**config.mk**
```make
export PLATFORM = sky130hd
export DESIGN_NAME = sha256_bwe_packer
export DESIGN_NICKNAME = d
export VERILOG_FILES = /design/src/rtl/sha256_bwe_packer.sv
export SDC_FILE = /design/constraint.sdc
export NUM_CORES = 1
export LEC_CHECK = 0
export BUFFER_PORTS_ARGS = -buffer_cell sky130_fd_sc_hd__clkbuf_2
export CORE_ASPECT_RATIO = 2
export CORE_MARGIN = 2
export CORE_UTILIZATION = 55
export CTS_CLUSTER_SIZE = 10
export DETAILED_ROUTE_END_ITERATION = 6
export PLACE_DENSITY = 0.74
export SYNTH_ARGS = -nofsm -noshare
export SYNTH_HDL_FRONTEND = slang
export SYNTH_SLANG_ARGS = --single-unit
export TNS_END_PERCENT = 20
```
**constraint.sdc**
```tcl
create_clock -name CLK -period 3.4 [get_ports CLK]
set_clock_uncertainty 0.05 [all_clocks]
set_input_delay 0.51 -clock CLK [delete_from_list [all_inputs] [get_ports CLK]]
set_output_delay 0.51 -clock CLK [all_outputs]
set_load 0.01 [all_outputs]
```
**src/rtl/sha256_bwe_packer.sv**
```systemverilog
// SHA-256 message packer: streams bytes into a 16x32 byte-write-enable block buffer,
// appends 0x80 / zero fill / 64-bit length, and holds each full block until acknowledged.
module sha256_bwe_packer #(
    parameter int unsigned CNT_W = 16
) (
    input  logic        CLK,
    input  logic        rst_n,
    input  logic [7:0]  in_byte,
    input  logic        in_valid,
    input  logic        in_end,
    output logic        in_ready,
    output logic [3:0]  word_addr,
    output logic [3:0]  word_en,
    output logic [31:0] word_data,
    output logic        blk_full,
    output logic        blk_last,
    input  logic        blk_ack
);

    typedef enum logic [2:0] {
        S_DATA, S_PAD80, S_ZERO, S_LEN_HI, S_LEN_LO, S_BLK_WAIT
    } state_t;

    localparam logic [CNT_W-1:0] CNT_MAX = '1;

    state_t            state_q, state_d;
    state_t            ret_q, ret_d;
    logic [5:0]        ptr_q, ptr_d;
    logic [CNT_W-1:0]  cnt_q, cnt_d;
    logic              last_q, last_d;
    logic [3:0]        en_q, en_d;
    logic [3:0]        addr_q, addr_d;
    logic [31:0]       data_q, data_d;
    logic              full_q, full_d;
    logic              blast_q, blast_d;

    logic              do_wr, wr_word;
    logic [7:0]        wr_byte;
    logic [31:0]       wr_val;
    logic [5:0]        ptr_inc1, ptr_inc4, ptr_zero_nxt;
    logic [1:0]        lane;
    logic [63:0]       bit_len;

    assign ptr_inc1 = ptr_q + 6'd1;
    assign ptr_inc4 = ptr_q + 6'd4;
    assign ptr_zero_nxt = (ptr_q[1:0] != 2'd0) ? ptr_inc1 : ptr_inc4;
    assign lane     = 2'd3 - ptr_q[1:0];
    assign bit_len  = {{(61-CNT_W){1'b0}}, cnt_q, 3'b000};
    assign in_ready = (state_q == S_DATA) && (cnt_q != CNT_MAX);

    always_comb begin
        state_d = state_q;
        ret_d   = ret_q;
        ptr_d   = ptr_q;
        cnt_d   = cnt_q;
        last_d  = last_q;
        en_d    = '0;
        addr_d  = addr_q;
        data_d  = data_q;
        full_d  = full_q;
        blast_d = blast_q;
        do_wr   = 1'b0;
        wr_word = 1'b0;
        wr_byte = 8'h00;
        wr_val  = '0;

        unique case (state_q)
            S_DATA: begin
                if (in_valid && in_ready) begin
                    do_wr   = 1'b1;
                    wr_byte = in_byte;
                    cnt_d   = cnt_q + 1'b1;
                    ptr_d   = ptr_inc1;
                    // A simultaneous in_end that lands on the block's last byte resumes in PAD80.
                    if (ptr_q == 6'd63) begin
                        state_d = S_BLK_WAIT;
                        ret_d   = in_end ? S_PAD80 : S_DATA;
                    end else if (in_end) begin
                        state_d = S_PAD80;
                    end
                end else if (in_end) begin
                    state_d = S_PAD80;
                end
            end
            S_PAD80: begin
                do_wr   = 1'b1;
                wr_byte = 8'h80;
                ptr_d   = ptr_inc1;
                if (ptr_q == 6'd63) begin
                    state_d = S_BLK_WAIT;
                    ret_d   = S_ZERO;
                end else if (ptr_inc1 == 6'd56) begin
                    state_d = S_LEN_HI;
                end else begin
                    state_d = S_ZERO;
                end
            end
            S_ZERO: begin
                do_wr   = 1'b1;
                wr_word = (ptr_q[1:0] == 2'd0);
                ptr_d   = ptr_zero_nxt;
                if (ptr_zero_nxt == 6'd0) begin
                    state_d = S_BLK_WAIT;
                    ret_d   = S_ZERO;
                end else if (ptr_zero_nxt == 6'd56) begin
                    state_d = S_LEN_HI;
                end
            end
            S_LEN_HI: begin
                do_wr   = 1'b1;
                wr_word = 1'b1;
                wr_val  = bit_len[63:32];
                ptr_d   = ptr_inc4;
                state_d = S_LEN_LO;
            end
            S_LEN_LO: begin
                do_wr   = 1'b1;
                wr_word = 1'b1;
                wr_val  = bit_len[31:0];
                ptr_d   = ptr_inc4;
                last_d  = 1'b1;
                state_d = S_BLK_WAIT;
            end
            S_BLK_WAIT: begin
                if (!full_q) begin
                    full_d  = 1'b1;
                    blast_d = last_q;
                end else if (blk_ack) begin
                    full_d  = 1'b0;
                    blast_d = 1'b0;
                    ptr_d   = '0;
                    if (last_q) begin
                        state_d = S_DATA;
                        cnt_d   = '0;
                        last_d  = 1'b0;
                    end else begin
                        state_d = ret_q;
                    end
                end
            end
            default: state_d = S_DATA;
        endcase

        if (do_wr) begin
            addr_d = ptr_q[5:2];
            if (wr_word) begin
                en_d   = 4'b1111;
                data_d = wr_val;
            end else begin
                en_d   = 4'b0001 << lane;
                data_d = {24'h000000, wr_byte} << {lane, 3'b000};
            end
        end
    end

    always_ff @(posedge CLK) begin
        if (!rst_n) begin
            state_q <= S_DATA;
            ret_q   <= S_DATA;
            ptr_q   <= '0;
            cnt_q   <= '0;
            last_q  <= 1'b0;
            en_q    <= '0;
            addr_q  <= '0;
            data_q  <= '0;
            full_q  <= 1'b0;
            blast_q <= 1'b0;
        end else begin
            state_q <= state_d;
            ret_q   <= ret_d;
            ptr_q   <= ptr_d;
            cnt_q   <= cnt_d;
            last_q  <= last_d;
            en_q    <= en_d;
            addr_q  <= addr_d;
            data_q  <= data_d;
            full_q  <= full_d;
            blast_q <= blast_d;
        end
    end

    assign word_en   = en_q;
    assign word_addr = addr_q;
    assign word_data = data_q;
    assign blk_full  = full_q;
    assign blk_last  = blast_q;

endmodule
```
==> flow_summary.json, run 1 <==
{
  "synth_most_common_cell": "dfxtp_1",
  "port_buffers": 55,
  "cp-end-kind": "flip-flop",
  "drcViolationCount": 0,
  "die_w_um": 61.1,
  "worstPathMaxFanout": 10,
  "groute.usage.overall_pct": 29.3,
  "tritoncts": "done",
  "max_slew_margin_pct": 46.9,
  "dpl.cell_count": 536,
  "crit_path_start_kind": "flip-flop",
  "ctsHoldBuffers": 0,
  "nets": 481,
  "synth.largest_area_cell": "dfxtp_1",
  "grt_first_pass_wirelength_mm": 15.9,
  "post-route-period-util_pct": 85.0,
  "antenna_found_initial": 0,
  "swShare_pct": 38.9,
  "vdd_drop_max_mv": 0.483,
  "fmax_mhz": 346,
  "synth.top_cells.by_count": "dfxtp_1, nor2b_1, nor2_1",
  "worstPathArrival_ns": 3.10,
  "drtPass1Iterations": 6,
  "p_int_uw": 2000,
  "async_flop_share_pct": 0,
  "ys_seq_elements": 70,
  "maxCapViolCount": 0,
  "utilization_pct": 66.4,
  "grt_pass1_vias": 3286,
  "reg2reg_depth": 7,
  "gr-total-overflow": 0,
  "grt_max_degree": 53,
  "tightest_slew_ns": 0.791,
  "worstHoldPathType": "flip-flop to flip-flop",
  "clk_path_buf_depth": 2,
  "rsz0062_at_grt": "no",
  "synth_top_area_share_pct": 39.1,
  "seq_area_um2": 1400,
  "syn_area_per_cell_um2": 8.63,
  "multi_input_area_um2": 2020,
  "drive_gt1_share_pct": 18.7,
  "layout.cells.non_filler": 552,
  "seq_power_share_pct": 33.7,
  "post_cts_resized": 0,
  "rows": 41,
  "synthDistinctLibCells": 60,
  "crit_start": "ptr_q[0]",
  "yosys-top-cells-area": "dfxtp_1, nor2b_1, a222oi_1",
  "syn_inst": 415,
  "p_total_uw": 3270,
  "fin_setup_tns_ns": 0,
  "finalHoldViolations": 0,
  "final-setup-viol-count": 0,
  "crit_type": "flip-flop to flip-flop",
  "synth_area_um2": 3580,
  "areaGrowthSynthToFinish_pct": 17.0,
  "pin_count": 56,
  "combinationalPowerShare_pct": 37.3,
  "initial_core_util_pct": 56.8,
  "drt-initial-drc-count": 328,
  "die_h_um": 118,
  "yosys_warnings": 0,
  "cts_made_buffers": 9,
  "fp.dieArea_um2": 7220,
  "htree_levels": 3,
  "dp_hpwl_mm": 7.20,
  "rr_endpoint": "word_data[5]",
  "p_sw_uw": 1270,
  "post-cts-setup-buffer-count": 0,
  "yosysSeqAreaShare_pct": 39.1,
  "viasPerCell": 6.22,
  "timing.rr.start": "ptr_q[0]",
  "crit_end": "word_data[5]",
  "routed_wirelength_mm": 9.97,
  "powerDensity_nw_per_um2": 780,
  "finalMaxSlewViolations": 0,
  "avgRoutedWirePerCell_um": 18.1,
  "required_ns": 3.61,
  "hold_start": "word_data[23]",
  "whs_ns": 0.402,
  "synth-edff-count": 0,
  "vias": 3436,
  "cts-root-buf": "clkbuf_16",
  "place_congestion": 0.968,
  "core-area_um2": 6310,
  "fin_crit_ns": 2.89,
  "antenna_cells": 0,
  "clk_latency_ns": 0.33,
  "path_clk_slew_ns": 0.06,
  "outcome": "complete, no violations",
  "fillCellCount": 539,
  "antenna_left": 0,
  "p_leak_uw": 0.00164,
  "synth-main-ff-cell": "dfxtp_1",
  "r2r_slack_ns": 0.51,
  "cts.sinks": 70,
  "synthesis.nets": 435,
  "pwr-share-clk_pct": 29.0
}
-- placed cells by master (no fill, tap or decap), types with 4 or more instances in the layout --
master	count
o21ai_0	19
or3_1	4
inv_1	10
ha_1	7
o211ai_1	6
clkbuf_2	55
mux2i_1	10
a222oi_1	14
a31oi_1	5
buf_4	6
xor2_1	13
nand4_1	13
a21oi_1	21
and2_1	4
nand3_1	9
nand2b_1	6
nand2_1	30
nor2_1	35
nor2b_1	38
a22oi_1	15
clkbuf_16	9
dfxtp_1	70
nor4_1	5
and3_1	4
-- final cells by class --
cell class,instances,area share (%)
multi-input combinational,309,48.2
sequential,70,33.4
timing repair buffer,61,7.64
clock buffer,13,6.21
tap,86,2.57
clock inverter,3,1.01
inverter,10,0.896
-- metrics by stage --
step,setup WS (ns),instance area [um^2]
after global routing,0.280,4190
after global placement,0.796,3890
after floorplan,0.930,3580
after CTS,0.588,4190
final,0.509,4190
after detailed placement,0.628,3890
-- routing by layer --
metal / vias up / wire, um / track usage [%]
met1: 1655 / 3530 / 32.3
met5: - / 0 / 0
li1: 1611 / - / -
met2: 128 / 5400 / 49.5
met3: 42 / 487 / 5.47
met4: 0 / 559 / 16.4
-- kinds of logic (layout without fill, tap and decap cells) --
group	Yosys count	count (layout)	share of synthesized area, %
simple gates	167	167	25.7
compound gates	108	108	21.3
flops	70	70	39.1
buf+inv	36	87	4.47
xor+xnor	16	16	3.91
mux	11	11	3.11
fa+ha+maj	7	7	2.44
-- power groups by stage --
stage          sequential [uW]  clock, uW  combinational (uW)
4_1_cts                   1100        953                1210
3_5_place_dp              1110          0                1200
5_1_grt                   1120        987                1340
6_report                  1100        948                1220
2_1_floorplan             1060          0                 947
3_3_place_gp              1110          0                1180
-- state kept, by name, indices dropped and copies added (netlist names) --
register,cells
blk_last,1
cnt_q,16
last_q,1
word_data,32
word_addr,4
word_en,4
ret_q,2
state_q,3
blk_full,1
ptr_q,6
-- worst max-delay path, cell delays in order, from the launching register on --
cell and delay [ns]:
dfxtp_1 0.55, inv_1 0.23, ha_1 0.35, o21ai_1 0.37, o21bai_2 0.22, nor3_1 0.69
a222oi_1 0.19, nor2b_1 0.17
-- worst min-delay path by stage --
stage	end	depth (start not counted)
after global routing	word_data[23]	2
after CTS	word_data[23]	2
final	word_data[23]	2
after floorplan	ret_q[1]	2
after detailed placement	word_data[23]	2
after global placement	ret_q[1]	2
Power figures use the tool's default switching activity.
==> run 2, diff against run 1 <==
--- a/config.mk
+++ b/config.mk
@@ -6,12 +6,14 @@
 export NUM_CORES = 1
 export LEC_CHECK = 0
 export BUFFER_PORTS_ARGS = -buffer_cell sky130_fd_sc_hd__clkbuf_2
+export CELL_PAD_IN_SITES_DETAIL_PLACEMENT = 1
+export CELL_PAD_IN_SITES_GLOBAL_PLACEMENT = 1
 export CORE_ASPECT_RATIO = 2
 export CORE_MARGIN = 2
-export CORE_UTILIZATION = 55
+export CORE_UTILIZATION = 42
 export CTS_CLUSTER_SIZE = 10
 export DETAILED_ROUTE_END_ITERATION = 6
-export PLACE_DENSITY = 0.74
+export PLACE_DENSITY = 0.75
 export SYNTH_ARGS = -nofsm -noshare
 export SYNTH_HDL_FRONTEND = slang
 export SYNTH_SLANG_ARGS = --single-unit
==> run 2 against run 1 <==
  * Die area grew 29%
  * Clock-buffer cell count shrank 2
  * Register-to-register slack is essentially flat
  * Non-clock buffer count grew 1
  * Sequential power is essentially flat
  * Worst hold slack gained 0.010 ns
  * Sequential share of layout area shrank 0.54 points
==> flow_summary.json, run 2 (synthesis results as in run 1) <==
{
  "rsz0062_at_grt": "no",
  "fp.dieArea_um2": 9330,
  "largest_reg_flops": 32,
  "ctsHoldBuffers": 0,
  "finalMaxSlewViolations": 0,
  "htree_levels": 3,
  "antenna_left": 0,
  "areaGrowthSynthToFinish_pct": 18.9,
  "path_clk_slew_ns": 0.06,
  "post-route-period-util_pct": 85.5,
  "met1_usage_pct": 24.3,
  "antenna_found_initial": 0,
  "vdd_drop_max_mv": 0.436,
  "top_usage_layer": "met2",
  "cp_cell_sequence": "inv_1, ha_1, o21ai_1, o21bai_2, nor3_1, a222oi_1, nor2b_1",
  "worstHoldPathType": "flip-flop to flip-flop",
  "finalHoldViolations": 0,
  "drcViolationCount": 0,
  "cp_slowest_cell": "nor3_1",
  "post_cts_resized": 0,
  "dpl.cell_count": 549,
  "port_buffers": 55,
  "cts.sinks": 70,
  "die_h_um": 135,
  "worst-path-stages": 7,
  "clk_path_buf_depth": 2,
  "grt_first_pass_wirelength_mm": 18.5,
  "final-setup-viol-count": 0,
  "tritoncts": "done",
  "pwr-share-clk_pct": 31.9,
  "fillCellCount": 997,
  "maxCapViolCount": 0,
  "grtUsageMet3_pct": 5.00,
  "p_leak_uw": 0.00167,
  "groute.usage.overall_pct": 25.4,
  "layout_common_cells": "dfxtp_1, clkbuf_2, nor2b_1",
  "p_int_uw": 2130,
  "pin_count": 56,
  "grtUsageMet2_pct": 48.9,
  "crit_start": "ptr_q[0]",
  "place_congestion": 0.895,
  "path_buf_inv": 1,
  "drtPass1Iterations": 5,
  "cp-end-kind": "flip-flop",
  "worstPathArrival_ns": 3.12,
  "max_stage_delay_ns": 0.70,
  "post-cts-setup-buffer-count": 0,
  "core-area_um2": 8290,
  "crit_end": "word_data[3]",
  "required_ns": 3.62,
  "timing.rr.start": "ptr_q[0]",
  "fin_setup_tns_ns": 0,
  "crit_family": "simple AND/OR/NAND/NOR gates",
  "avgRoutedWirePerCell_um": 20.7,
  "grt_pass1_vias": 3539,
  "r2r_slack_ns": 0.49,
  "layout.cells.non_filler": 565,
  "die_w_um": 69.3,
  "initial_core_util_pct": 43.2,
  "dp_hpwl_mm": 8.45,
  "grt_max_degree": 47,
  "combinationalPowerShare_pct": 36.1,
  "nets": 482,
  "drive_gt1_share_pct": 19.1,
  "outcome": "complete, no violations",
  "fin_crit_ns": 2.91,
  "reg2reg_depth": 7,
  "routed_wirelength_mm": 11.7,
  "fmax_mhz": 344,
  "gr-total-overflow": 0,
  "max_slew_margin_pct": 46.3,
  "rows": 47,
  "p_sw_uw": 1340,
  "worstPathMaxFanout": 10,
  "rr_endpoint": "word_data[3]",
  "seq_power_share_pct": 32.1,
  "crit_type": "flip-flop to flip-flop",
  "crit_path_start_kind": "flip-flop",
  "cts-root-buf": "clkbuf_16",
  "cts_made_buffers": 9,
  "antenna_cells": 0,
  "multi_input_area_um2": 2020,
  "vias": 3477,
  "drt-initial-drc-count": 254,
  "viasPerCell": 6.15,
  "seq_area_um2": 1400,
  "powerDensity_nw_per_um2": 813,
  "layout.cells.most_common": "dfxtp_1",
  "clk_latency_ns": 0.34,
  "swShare_pct": 38.5,
  "tightest_slew_ns": 0.799
}
## run 2: cell count changes in the layout (fill, tap and decap cells not counted)
cell       before  now
bufinv_16       1    3
clkinv_4        0    1
clkbuf_1        2    1
clkinv_2        1    0
buf_4           6    7
clkbuf_8        2    1
## run 2: stage by stage
stage	instance area [um^2]	hold slack (ns)	total power, uW	setup slack [ns]	util [%]
finish	4260	0.412	3460	0.494	51.4
global route	4260	0.435	3640	0.176	51.4
CTS	4260	0.414	3480	0.521	51.4
detailed placement	3910	0.410	2360	0.519	47.2
global placement	3910	0.392	2330	0.691	47.2
floorplan	3580	0.374	2010	0.930	-
## run 2: layer usage
metal	share of wire (%)	vias up	wire [um]
met5	0	-	0
met4	4.2	0	490
met3	3.8	35	440
met2	57	101	6720
met1	35	1726	4040
li1	-	1615	-
## run 2: how the worst min path moves through the flow
stage	start	end	slack, ns	depth (start not counted)
global placement	ret_q[1]	ret_q[1]	0.39	2
floorplan	ret_q[1]	ret_q[1]	0.37	2
finish	word_data[23]	word_data[23]	0.41	2
detailed placement	word_data[23]	word_data[23]	0.41	2
CTS	in_end	ret_q[0]	0.41	3
global route	word_data[23]	word_data[23]	0.43	2
## run 2: area by class of cell
| cell class | instances | share of cell area (%) |
|---|---|---|
| Clock inverter | 5 | 2.50 |
| Sequential cell | 70 | 32.9 |
| Clock buffer | 11 | 5.70 |
| Inverter | 10 | 0.881 |
| Multi-Input combinational cell | 309 | 47.5 |
| Tap cell | 98 | 2.88 |
| Timing Repair Buffer | 62 | 7.69 |
## run 2: power by group through the flow
stage	Clock (uW)	Combinational, uW	Sequential (uW)
floorplan	0	947	1060
global placement	0	1210	1120
finish	1100	1250	1110
global route	1140	1370	1130
CTS	1110	1250	1110
detailed placement	0	1240	1130
## run 2: worst register-to-register path: cells and delay by family, from the launching register on
kind | cells | cell delay [ns]
AND/OR/NAND/NOR | 2 | 0.86
AO/OA/AOI/OAI | 3 | 0.79
flip-flops | 1 | 0.54
adder cells (fa/ha/maj) | 1 | 0.37
buffers and inverters | 1 | 0.23
==> run 3, diff against run 2 <==
--- a/config.mk
+++ b/config.mk
@@ -13,7 +13,7 @@
 export CORE_UTILIZATION = 42
 export CTS_CLUSTER_SIZE = 10
 export DETAILED_ROUTE_END_ITERATION = 6
-export PLACE_DENSITY = 0.75
+export PLACE_DENSITY = 0.89
 export SYNTH_ARGS = -nofsm -noshare
 export SYNTH_HDL_FRONTEND = slang
 export SYNTH_SLANG_ARGS = --single-unit
==> run 3 against run 2 <==
  * Flip-flop and latch count stayed put
  * Critical path type unchanged
  * Worst setup slack got worse by 0.061 ns
  * Via count grew 1.2%
  * Worst hold slack got worse by 0.0028 ns
  * Combinational power is essentially flat
  * Fmax fell by 2.1%
  * Die area unchanged
  * Global-route usage rose by 1.5 points
  * Total power up 1.3%
  * First-iteration DRC count is 51% higher
  * Critical path depth stayed put
==> flow_summary.json, run 3 (synthesis results as in run 1) <==
{
  "port_buffers": 55,
  "gr-total-overflow": 0,
  "areaGrowthSynthToFinish_pct": 18.7,
  "antenna_cells": 0,
  "grt_first_pass_wirelength_mm": 19.7,
  "fin_setup_tns_ns": 0,
  "die_h_um": 135,
  "pin_count": 56,
  "cts-root-buf": "clkbuf_16",
  "viasPerCell": 6.25,
  "required_ns": 3.62,
  "finalHoldViolations": 0,
  "final-setup-viol-count": 0,
  "initial_core_util_pct": 43.2,
  "tritoncts": "done",
  "layout_common_cells": "dfxtp_1, clkbuf_2, nor2b_1",
  "crit_type": "flip-flop to flip-flop",
  "clk_path_buf_depth": 2,
  "largest_reg_flops": 32,
  "crit_path_start_kind": "flip-flop",
  "fmax_mhz": 337,
  "antenna_left": 0,
  "max_slew_margin_pct": 39.1,
  "grtUsageMet2_pct": 50.4,
  "multi_input_area_um2": 2030,
  "vias": 3519,
  "fp.dieArea_um2": 9330,
  "path_clk_slew_ns": 0.06,
  "cts.sinks": 70,
  "post-route-period-util_pct": 87.3,
  "routed_wirelength_mm": 12.3,
  "vdd_drop_max_mv": 0.443,
  "post_cts_resized": 0,
  "die_w_um": 69.3,
  "met1_usage_pct": 26.2,
  "place_congestion": 0.955,
  "top_usage_layer": "met2",
  "antenna_found_initial": 0,
  "worstHoldPathType": "input pin to flip-flop",
  "cp_slowest_cell": "nor4_2",
  "rsz0062_at_grt": "no",
  "seq_area_um2": 1400,
  "fillCellCount": 979,
  "cp-end-kind": "flip-flop",
  "grt_pass1_vias": 3725,
  "layout.cells.most_common": "dfxtp_1",
  "grt_max_degree": 53,
  "worstPathArrival_ns": 3.19,
  "fin_crit_ns": 2.97,
  "ctsHoldBuffers": 0,
  "max_stage_delay_ns": 0.61,
  "outcome": "complete, no violations",
  "maxCapViolCount": 0,
  "htree_levels": 3,
  "tightest_slew_ns": 0.902,
  "dp_hpwl_mm": 8.52,
  "worstPathMaxFanout": 10,
  "groute.usage.overall_pct": 26.9,
  "core-area_um2": 8290,
  "post-cts-setup-buffer-count": 0,
  "cts_made_buffers": 9,
  "grtUsageMet3_pct": 5.07,
  "drt-initial-drc-count": 384,
  "dpl.cell_count": 548,
  "clk_latency_ns": 0.34,
  "cp_cell_sequence": "inv_1, ha_1, o21ai_1, o21bai_2, nor4_2, a222oi_1, nor2b_1",
  "drtPass1Iterations": 6,
  "layout.cells.non_filler": 563,
  "finalMaxSlewViolations": 0,
  "rows": 47,
  "powerDensity_nw_per_um2": 825,
  "avgRoutedWirePerCell_um": 21.8,
  "drive_gt1_share_pct": 19.1,
  "drcViolationCount": 0,
  "nets": 481,
  "p_leak_uw": 0.00167
}
## run 3: area by class of cell
class / count / area share, %
multi-input combinational: 309 / 47.6
sequential: 70 / 32.9
timing repair buffer: 61 / 7.53
clock buffer: 10 / 5.62
tap: 98 / 2.88
clock inverter: 5 / 2.53
inverter: 10 / 0.882
## run 3: worst paths after layout
kind,from,endpoint,slack (ns),cells past startpoint
worst max-delay path,ptr_q[0],word_data[17],0.43,7
worst min-delay path,in_end,ret_q[0],0.41,3
worst max register to register,ptr_q[0],word_data[17],0.43,7
worst min register to register,word_data[31],word_data[31],0.41,2
## run 3: critical path, delay by kind of cell, from the launching register on
family          cells  cell delay [ns]
simple gates        2             0.81
buf+inv             1             0.25
flops               1             0.56
fa+ha+maj           1             0.36
compound gates      3             0.86
## run 3: layer usage
| layer | vias to the layer above | share of wire, % |
|---|---|---|
| li1 | 1615 | - |
| met1 | 1739 | 34 |
| met2 | 116 | 57 |
| met3 | 49 | 3.5 |
| met4 | 0 | 5.8 |
| met5 | - | 0 |
## run 3: per-stage QoR
stage	utilization (%)	area (um^2)	power (uW)	setup slack (ns)	hold WS (ns)
finish	51.3	4260	3510	0.432	0.409
floorplan	-	3580	2010	0.930	0.374
global placement	47.1	3900	2310	0.643	0.394
CTS	51.3	4250	3500	0.246	0.405
detailed placement	47.1	3900	2360	0.453	0.400
global route	51.3	4260	3670	0.151	0.431
## run 3: power breakdown
group / internal (uW) / switching [uW] / leakage (uW)
Sequential: 939 / 178 / 0.000567
Combinational: 451 / 831 / 0.000932
Clock: 735 / 373 / 0.000169
Total: 2130 / 1380 / 0.00167
